File: src/rtl/sargantana_icache_pkg.sv
// Shared types and default geometry for the Sargantana instruction-cache refill path.
package sargantana_icache_pkg;

  localparam int ICACHE_N_WAY_DEF = 4;
  localparam int TAG_WIDHT_DEF    = 20;
  localparam int IDX_WIDHT_DEF    = 6;
  localparam int WAY_WIDHT_DEF    = 512;
  localparam int BEAT_WIDHT_DEF   = 128;

  typedef enum logic [2:0] {
    IDLE  = 3'd0,
    REQ   = 3'd1,
    WAIT  = 3'd2,
    WRITE = 3'd3,
    FLUSH = 3'd4
  } refill_state_e;

endpackage

File: src/rtl/sargantana_icache_victim_sel.sv
// Victim way selection: first invalid way wins, otherwise a round-robin pointer.
module sargantana_icache_victim_sel
  import sargantana_icache_pkg::*;
#(
  parameter int ICACHE_N_WAY = ICACHE_N_WAY_DEF
) (
  input  logic                    clk_i,
  input  logic                    rst_i,
  input  logic [ICACHE_N_WAY-1:0] valid_bits_i,
  input  logic                    advance_i,
  output logic [ICACHE_N_WAY-1:0] victim_o,
  output logic                    from_rr_o
);

  localparam int PTR_W = (ICACHE_N_WAY > 1) ? $clog2(ICACHE_N_WAY) : 1;

  logic [PTR_W-1:0] rr_q;
  logic             found;

  always_comb begin
    victim_o = '0;
    found    = 1'b0;
    for (int i = 0; i < ICACHE_N_WAY; i++) begin
      if (!valid_bits_i[i] && !found) begin
        victim_o[i] = 1'b1;
        found       = 1'b1;
      end
    end
    if (!found) victim_o = ICACHE_N_WAY'(1) << rr_q;
    from_rr_o = !found;
  end

  // Pointer only moves when a pointer-chosen victim is actually written.
  always_ff @(posedge clk_i or posedge rst_i) begin
    if (rst_i) begin
      rr_q <= '0;
    end else if (advance_i) begin
      rr_q <= (rr_q == PTR_W'(ICACHE_N_WAY - 1)) ? '0 : rr_q + 1'b1;
    end
  end

endmodule

File: src/rtl/sargantana_icache_refill.sv
// Instruction-cache miss refill FSM: requests a line from L2, assembles beats,
// writes it into the victim way; also sweeps all sets to invalidate on flush.
module sargantana_icache_refill
  import sargantana_icache_pkg::*;
#(
  parameter int ICACHE_N_WAY = ICACHE_N_WAY_DEF,
  parameter int TAG_WIDHT    = TAG_WIDHT_DEF,
  parameter int IDX_WIDHT    = IDX_WIDHT_DEF,
  parameter int WAY_WIDHT    = WAY_WIDHT_DEF,
  parameter int BEAT_WIDHT   = BEAT_WIDHT_DEF
) (
  input  logic                           clk_i,
  input  logic                           rst_i,
  input  logic                           miss_i,
  input  logic [TAG_WIDHT-1:0]           miss_tag_i,
  input  logic [IDX_WIDHT-1:0]           miss_idx_i,
  input  logic [ICACHE_N_WAY-1:0]        way_valid_bits_i,
  input  logic                           flush_i,
  input  logic                           kill_i,
  output logic                           ifill_req_valid_o,
  output logic [TAG_WIDHT+IDX_WIDHT-1:0] ifill_req_addr_o,
  input  logic                           ifill_req_ready_i,
  input  logic                           ifill_resp_valid_i,
  input  logic [BEAT_WIDHT-1:0]          ifill_resp_data_i,
  output logic                           wr_en_o,
  output logic [ICACHE_N_WAY-1:0]        wr_way_o,
  output logic [IDX_WIDHT-1:0]           wr_idx_o,
  output logic [TAG_WIDHT-1:0]           wr_tag_o,
  output logic [WAY_WIDHT-1:0]           wr_data_o,
  output logic                           wr_valid_o,
  output logic                           busy_o,
  output logic                           refill_done_o
);

  localparam int N_BEATS    = WAY_WIDHT / BEAT_WIDHT;
  localparam int BEAT_CNT_W = (N_BEATS > 1) ? $clog2(N_BEATS) : 1;
  localparam logic [BEAT_CNT_W-1:0] LAST_BEAT = BEAT_CNT_W'(N_BEATS - 1);

  refill_state_e state_q, state_d;

  logic [BEAT_CNT_W-1:0]   beat_cnt_q;
  logic [IDX_WIDHT-1:0]    set_cnt_q;
  logic                    kill_q;
  logic                    flush_pend_q;
  logic                    from_rr_q;
  logic [TAG_WIDHT-1:0]    tag_q;
  logic [IDX_WIDHT-1:0]    idx_q;
  logic [ICACHE_N_WAY-1:0] victim_q;
  logic [WAY_WIDHT-1:0]    line_q;

  logic [ICACHE_N_WAY-1:0] victim_sel;
  logic                    victim_from_rr;
  logic                    miss_take;
  logic                    beat_take;
  logic                    kill_now;

  sargantana_icache_victim_sel #(
    .ICACHE_N_WAY(ICACHE_N_WAY)
  ) u_victim_sel (
    .clk_i       (clk_i),
    .rst_i       (rst_i),
    .valid_bits_i(way_valid_bits_i),
    .advance_i   ((state_q == WRITE) && from_rr_q),
    .victim_o    (victim_sel),
    .from_rr_o   (victim_from_rr)
  );

  // A flush (new or pending) pre-empts and drops a coincident miss.
  assign miss_take = (state_q == IDLE) && miss_i && !flush_i && !flush_pend_q;
  assign beat_take = (state_q == WAIT) && ifill_resp_valid_i;
  assign kill_now  = kill_q || (kill_i && ((state_q == REQ) || (state_q == WAIT)));

  always_comb begin
    state_d = state_q;
    case (state_q)
      IDLE: begin
        if (flush_i || flush_pend_q) state_d = FLUSH;
        else if (miss_i)             state_d = REQ;
      end
      REQ:     if (ifill_req_ready_i) state_d = WAIT;
      WAIT: begin
        if (beat_take && (beat_cnt_q == LAST_BEAT)) state_d = kill_now ? IDLE : WRITE;
      end
      WRITE:   state_d = IDLE;
      FLUSH:   if (set_cnt_q == '1) state_d = IDLE;
      default: state_d = IDLE;
    endcase
  end

  always_ff @(posedge clk_i or posedge rst_i) begin
    if (rst_i) begin
      state_q      <= IDLE;
      beat_cnt_q   <= '0;
      set_cnt_q    <= '0;
      kill_q       <= 1'b0;
      flush_pend_q <= 1'b0;
      from_rr_q    <= 1'b0;
    end else begin
      state_q <= state_d;
      if (state_q == IDLE) kill_q <= 1'b0;
      else if (kill_i && ((state_q == REQ) || (state_q == WAIT))) kill_q <= 1'b1;
      if (state_q == IDLE) flush_pend_q <= 1'b0;
      else if (flush_i)    flush_pend_q <= 1'b1;
      if (state_q == REQ)  beat_cnt_q <= '0;
      else if (beat_take)  beat_cnt_q <= beat_cnt_q + 1'b1;
      if (state_q == FLUSH) set_cnt_q <= set_cnt_q + 1'b1;
      else                  set_cnt_q <= '0;
      if (miss_take) from_rr_q <= victim_from_rr;
    end
  end

  // Request and line data carry no reset; outputs are gated by state instead.
  always_ff @(posedge clk_i) begin
    if (miss_take) begin
      tag_q    <= miss_tag_i;
      idx_q    <= miss_idx_i;
      victim_q <= victim_sel;
    end
    if (beat_take) line_q[beat_cnt_q*BEAT_WIDHT +: BEAT_WIDHT] <= ifill_resp_data_i;
  end

  assign busy_o            = (state_q != IDLE);
  assign ifill_req_valid_o = (state_q == REQ);
  assign ifill_req_addr_o  = (state_q == REQ) ? {tag_q, idx_q} : '0;
  assign wr_en_o           = (state_q == WRITE) || (state_q == FLUSH);
  assign wr_valid_o        = (state_q == WRITE);
  assign refill_done_o     = (state_q == WRITE);
  assign wr_way_o          = (state_q == WRITE) ? victim_q :
                             (state_q == FLUSH) ? '1 : '0;
  assign wr_idx_o          = (state_q == WRITE) ? idx_q :
                             (state_q == FLUSH) ? set_cnt_q : '0;
  assign wr_tag_o          = (state_q == WRITE) ? tag_q : '0;
  assign wr_data_o         = (state_q == WRITE) ? line_q : '0;

endmodule

File: config.mk
export PLATFORM = sky130hd
export DESIGN_NAME = sargantana_icache_refill
export DESIGN_NICKNAME = d
export VERILOG_FILES = /design/src/rtl/sargantana_icache_pkg.sv /design/src/rtl/sargantana_icache_victim_sel.sv /design/src/rtl/sargantana_icache_refill.sv
export SDC_FILE = /design/constraint.sdc
export NUM_CORES = 1
export LEC_CHECK = 0
export ABC_AREA = 1
export CORE_AREA = 2 2 291 293
export DETAILED_ROUTE_END_ITERATION = 12
export DIE_AREA = 0 0 293 295
export PLACE_DENSITY = 0.62
export SYNTH_ARGS = -nofsm -noshare
export SYNTH_HDL_FRONTEND = slang
export SYNTH_SLANG_ARGS = --single-unit
File: constraint.sdc
create_clock -name clk_i -period 14.03 [get_ports clk_i]
set_input_delay 3.5075 -clock clk_i [delete_from_list [all_inputs] [get_ports clk_i]]
set_output_delay 3.5075 -clock clk_i [all_outputs]
set_load 0.01 [all_outputs]
# After elaboration in Yosys (flattened, before gate mapping)
# Cells that the tools add are included.
[word_totals]
output_inout_bits = 573
in_bits = 165
regBits = 558
[classes]
n_reduce_logical = 28
muxes = 31
eq_ne = 11
n_addsub = 4
shift = 3
[op_table]
columns = ["cell", "count"]
rows = [
  ["bitwise mux 512 bit", 1],
  ["2-to-1 mux 512 bit", 1],
  ["variable shift 128 x 34 -> 512 bit (first input constant)", 1],
  ["indexed part select 128 x 34 -> 512 bit", 1],
  ["negator 9 -> 34 bit", 1],
  ["2-to-1 mux 26 bit", 1],
  ["2-to-1 mux 20 bit", 1],
  ["2-to-1 mux 6 bit", 3],
  ["2-to-1 mux 3 bit", 5],
  ["2-to-1 mux 4 bit", 3],
  ["one-hot mux 3 bit (4 select lines)", 1],
  ["2-to-1 mux 1 bit", 11],
  ["logical AND 1 bit", 10],
  ["zero test 1 bit", 8],
  ["2-to-1 mux 2 bit", 4],
  ["adder 6 x 1 -> 6 bit (second input constant)", 1],
  ["equality test 3 x 2 -> 1 bit (second input constant)", 2],
  ["equality test 6 bit (second input constant)", 1],
  ["nonzero test 2 bit", 3],
  ["adder 2 x 1 -> 2 bit (second input constant)", 2],
  ["equality test 2 bit (second input constant)", 2],
  ["logical OR 1 bit", 4],
  ["inequality test 2 x 1 -> 1 bit (second input constant)", 2],
  ["AND reduction 4 bit", 1],
  ["7 further kinds", 7],
]

# Logic depth before layout (Yosys ltp)
[logic_depth]
word_depth = 10
depth_mapped = 9
ltp_nobuf = 9

# Modules after synthesis
# A second synthesis with hierarchy kept.
[unflattened]
cells_unflattened = 2617
area_unflattened_um2 = 25209.2
[by_module_without_submodules]
columns = ["module", "instances", "area_per_inst_um2", "cells_each"]
rows = [
  ["sargantana_icache_refill", 1, 25010.2, 2588],
  ["sargantana_icache_victim_sel", 1, 198.9, 29],
]

# Worst setup path after synthesis
# No wires, ideal clock.
[synth_path]
path_type = "input to register"
startpoint = "input port ifill_resp_valid_i"
endpoint = "register line_q[0], enable pin"
arrival_time_ns = 8.979
setup_slack_ns = 4.434
stages = 2
setup_ns = 0.617
cell_sequence = "nand2_1 > nor2_1"
[synth_between]
elab_chain_len = 1
[synth_rtl]
columns = ["item", "line", "source"]
rows = [
  ["start, declared", "sargantana_icache_refill.sv:23", "input logic ifill_resp_valid_i,"],
  ["logical AND 1 bit", "sargantana_icache_refill.sv:70", "assign beat_take = (state_q == WAIT) && ifill_resp_valid_i;"],
  ["end signal, assigned by index", "sargantana_icache_refill.sv:119", "if (beat_take) line_q[beat_cnt_q*BEAT_WIDHT +: BEAT_WIDHT] <= ifill_resp_data_i;"],
  ["end, declared", "sargantana_icache_refill.sv:49", "logic [WAY_WIDHT-1:0] line_q;"],
]
# Every way passes these cells.
# A chain may end at the register's enable or synchronous reset.

# Final worst setup path
[layout_path]
startpoint = "register state_q[1]"
endpoint = "output port wr_data_o[155]"
[layout_between]
elab_chain_len = 2
[layout_rtl]
columns = ["item", "line", "source"]
rows = [
  ["start, declared", "sargantana_icache_refill.sv:39", "refill_state_e state_q, state_d;"],
  ["start signal, assigned", "sargantana_icache_refill.sv:99", "state_q <= state_d;"],
  ["equality test 3 x 2 -> 1 bit", "sargantana_icache_refill.sv:133", "assign wr_data_o = (state_q == WRITE) ? line_q : '0;"],
  ["2-to-1 mux 512 bit", "sargantana_icache_refill.sv:133", ""],
  ["end, declared", "sargantana_icache_refill.sv:29", "output logic [WAY_WIDHT-1:0] wr_data_o,"],
]
# Every way passes these cells.

==> flow_summary_export.csv <==
group,metric,value,unit
outcome,status,"finished clean",
clock_tree,post_cts.repair.setup_buffers,0,
timing,period_minus_slack,7.860,ns
worst_setup_path,r2r_slack,9.38,ns
clock_tree,cts_hold_buf,0,
synthesis,syn_inst,2610,
synthesis,synth_top_family_by_area,"simple AND/OR/NAND/NOR gates",
route,via_per_inst,4.324,
worst_setup_path,crit_slowest_cell,"buf_4",
cells_and_area,post-route-util,0.4225,
timing,slew_violations,0,
worst_setup_path,worst_ep_required_time,10.52,ns
clock_tree,clk_pin_slew,0.06,ns
synthesis,synth-simple-area-share,0.1828,
worst_setup_path,path_class,"register to output port",
placed_design,place_area,0.03318,mm2
route,drtIter0Drc,1177,
synthesis,synth_compound_area_frac,0.004972,
worst_setup_path,r2r_cells,8,
placed_design,hpwlAfterDp,55.52,mm
synthesis,ys_ff_latch,558,
synthesis,synthesis.nets,2785,
job,drv_cap,0,
die,ioPinCount,738,
cells_and_area,nets,3475,
synthesis,synth.distinct_cells,22,
cells_and_area,final_cell_area,0.03513,mm2
placed_design,gp_congestion,0.8352,
worst_setup_path,worst-path-buf-inv,3,
clock_tree,cts_sinks,558,
worst_setup_path,crit_chain,"nand3_4 > buf_4 > buf_12 > nor2_1 > clkdlybuf4s50_1",
worst_setup_path,crit_end,"wr_data_o[155]",
route,vias,19170,
worst_setup_path,worstSetupStartpoint,"state_q[1]",
timing,min_period_over_period,0.5602,
worst_setup_path,cp.arrival,4.35,ns
clock_tree,cts_resized,0,
die,die_y,295,um
timing,rsz0062_at_grt,"false",
grt,overflow,0,
route,ant_nets,0,
die,core,0.08316,mm2
synthesis,ys_warn_count,0,
clock_tree,cts_max_path_buffers,3,
timing,max_freq,0.1272,GHz
grt,grt_antenna_before_repair,5,
grt,grt_pass1_vias,19130,
synthesis,synthMuxAreaShare,0,
route,first_pass_iters,5,
min_path,hp-class,"register to register",
grt,grt_max_degree,210,
worst_setup_path,critical_path_depth,5,
route,post_drt_wl_per_cell,19.13,um
die,rows,106,
timing,worst_slew_margin_rel,0.1887,
synthesis,yosys.area_share.adder,0.004972,
clock_tree,root_buffer,"clkbuf_16",
grt,grt.total_usage,0.1894,
synthesis,yosys.area_share.xor_xnor,0.0003481,
die,die-area,0.08644,mm2
clock_tree,htreeDepth,2,
die,chipWidth,293,um
synthesis,yosysSeqAreaShare,0.6627,
placed_design,portBuffers,737,
clock_tree,clkLatencyLatePin,0.61,ns
power_and_ir_drop,peakVddDrop,87.68,uV
power_and_ir_drop,power.density,98.86,mW/mm2
cells_and_area,layout-drive-gt1-share,0.03940,
worst_setup_path,crit_path_max_fanout,209,
timing,worst_slew_pin_slew,1.217,ns
worst_setup_path,setup.worst_path.end_class,"output port",
route,drt_wl_total,84.82,mm
clock_tree,cts_tree,"yes",
timing,tns,0,ns
grt,grt_pass1_wl,122.2,mm
worst_setup_path,rr_endpoint,"line_q[68]",
worst_setup_path,slowest_delay,0.85,ns
cells_and_area,syn2layout_area_growth,39.62,%
cells_and_area,most-common-layout-cells,"nor2_1, clkdlybuf4s50_1, inv_1",
synthesis,synthesis.area,0.02516,mm2
worst_setup_path,crit_family,"buffers and inverters",
clock_tree,cts_made_buffers,61,
cells_and_area,final_common_cell,"nor2_1",
worst_setup_path,rr_startpoint,"beat_cnt_q[0]",
timing,hold_violations,0,
die,initial_core_util,0.3026,
route,drc_errors,0,
synthesis,syn_avg_cell_area,9.641,um2
worst_setup_path,start_kind,"register",
power_and_ir_drop,p_leak,15.18,nW
timing,setup_viol,0,
timing,final.setup_skew,0.01008,ns
state kept, by name, summed over array words and instances, names as in the netlist:
name and count:
state_q 3, kill_q 1, victim_q 4, set_cnt_q 6, flush_pend_q 1, idx_q 6, from_rr_q 1, line_q 512
tag_q 20, u_victim_sel.rr_q 2, beat_cnt_q 2
through the flow:
step	hold WS (ns)	std cells	setup WS [ns]	power [W]
after floorplan	0.4546	2610	4.434	0.001868
after global placement	0.4730	4317	6.692	0.001928
after detailed placement	0.4870	4317	6.665	0.001929
after CTS	0.4948	4430	6.281	0.003508
after global routing	0.5324	4432	5.995	0.003574
final	0.4901	4433	6.170	0.003473
how the worst min path moves through the flow:
stage | start | endpoint | cells after the start
final | set_cnt_q[0] | set_cnt_q[0] | 1
after global routing | set_cnt_q[0] | set_cnt_q[0] | 1
after CTS | set_cnt_q[0] | set_cnt_q[0] | 1
after detailed placement | set_cnt_q[0] | set_cnt_q[0] | 1
after global placement | set_cnt_q[0] | set_cnt_q[0] | 1
after floorplan | set_cnt_q[0] | set_cnt_q[0] | 1
metal layers:
metal,part of all wire,wire length [um],global-route usage,vias to the layer above
met5,0.00017,14,0,-
met4,0.035,2995,0.07067,2
met3,0.073,6189,0.04029,146
met2,0.50,42210,0.3317,711
met1,0.39,33410,0.2289,9134
li1,-,-,-,9177
report_power, final:
part           internal (W)  total (W)  switching [W]
combinational     0.0000475  0.0000856      0.0000381
clock              0.000911    0.00158       0.000670
sequential          0.00181    0.00181              0
worst reg2reg max path: cells and delay by family, from the launching register on:
kind	cells	cell delay, ns
fa+ha+maj	1	0.45
flops	1	0.41
buf+inv	5	2.51
simple gates	2	1.10
synthesized netlist by cell type, drive strengths merged:
cell    count  area (um2)
inv       702        2635
edfxtp    542       16280
dfrtp      16       400.4
clkbuf     29       108.9
buf       104       885.8
nand3       8       40.04
nor3      110       555.5
xor2        1       8.760
ha         10       125.1
o21ai      14       70.07
a21oi       7       35.03
nand2      81       304.0
nand4       1       6.260
nor2      982        3694
o22ai       2       12.51
a22oi       1       7.510
cell type report:
type | count | area [um2]
inverter | 702 | 2638
sequential | 558 | 16680
multi-input combinational | 1217 | 4943
clock inverter | 36 | 312.8
timing repair buffer | 760 | 7575
tap | 1080 | 1351
antenna | 3 | 7.507
clock buffer | 77 | 1629
fill | 8136 | 48020
kinds of logic after synthesis:
logic type               after synthesis
adder cells (fa/ha/maj)               10
AO/OA/AOI/OAI                         24
AND/OR/NAND/NOR                     1182
XOR/XNOR                               1
buffers and inverters                835
flip-flops                           558
Note: power is estimated with default switching activity, not from simulation.
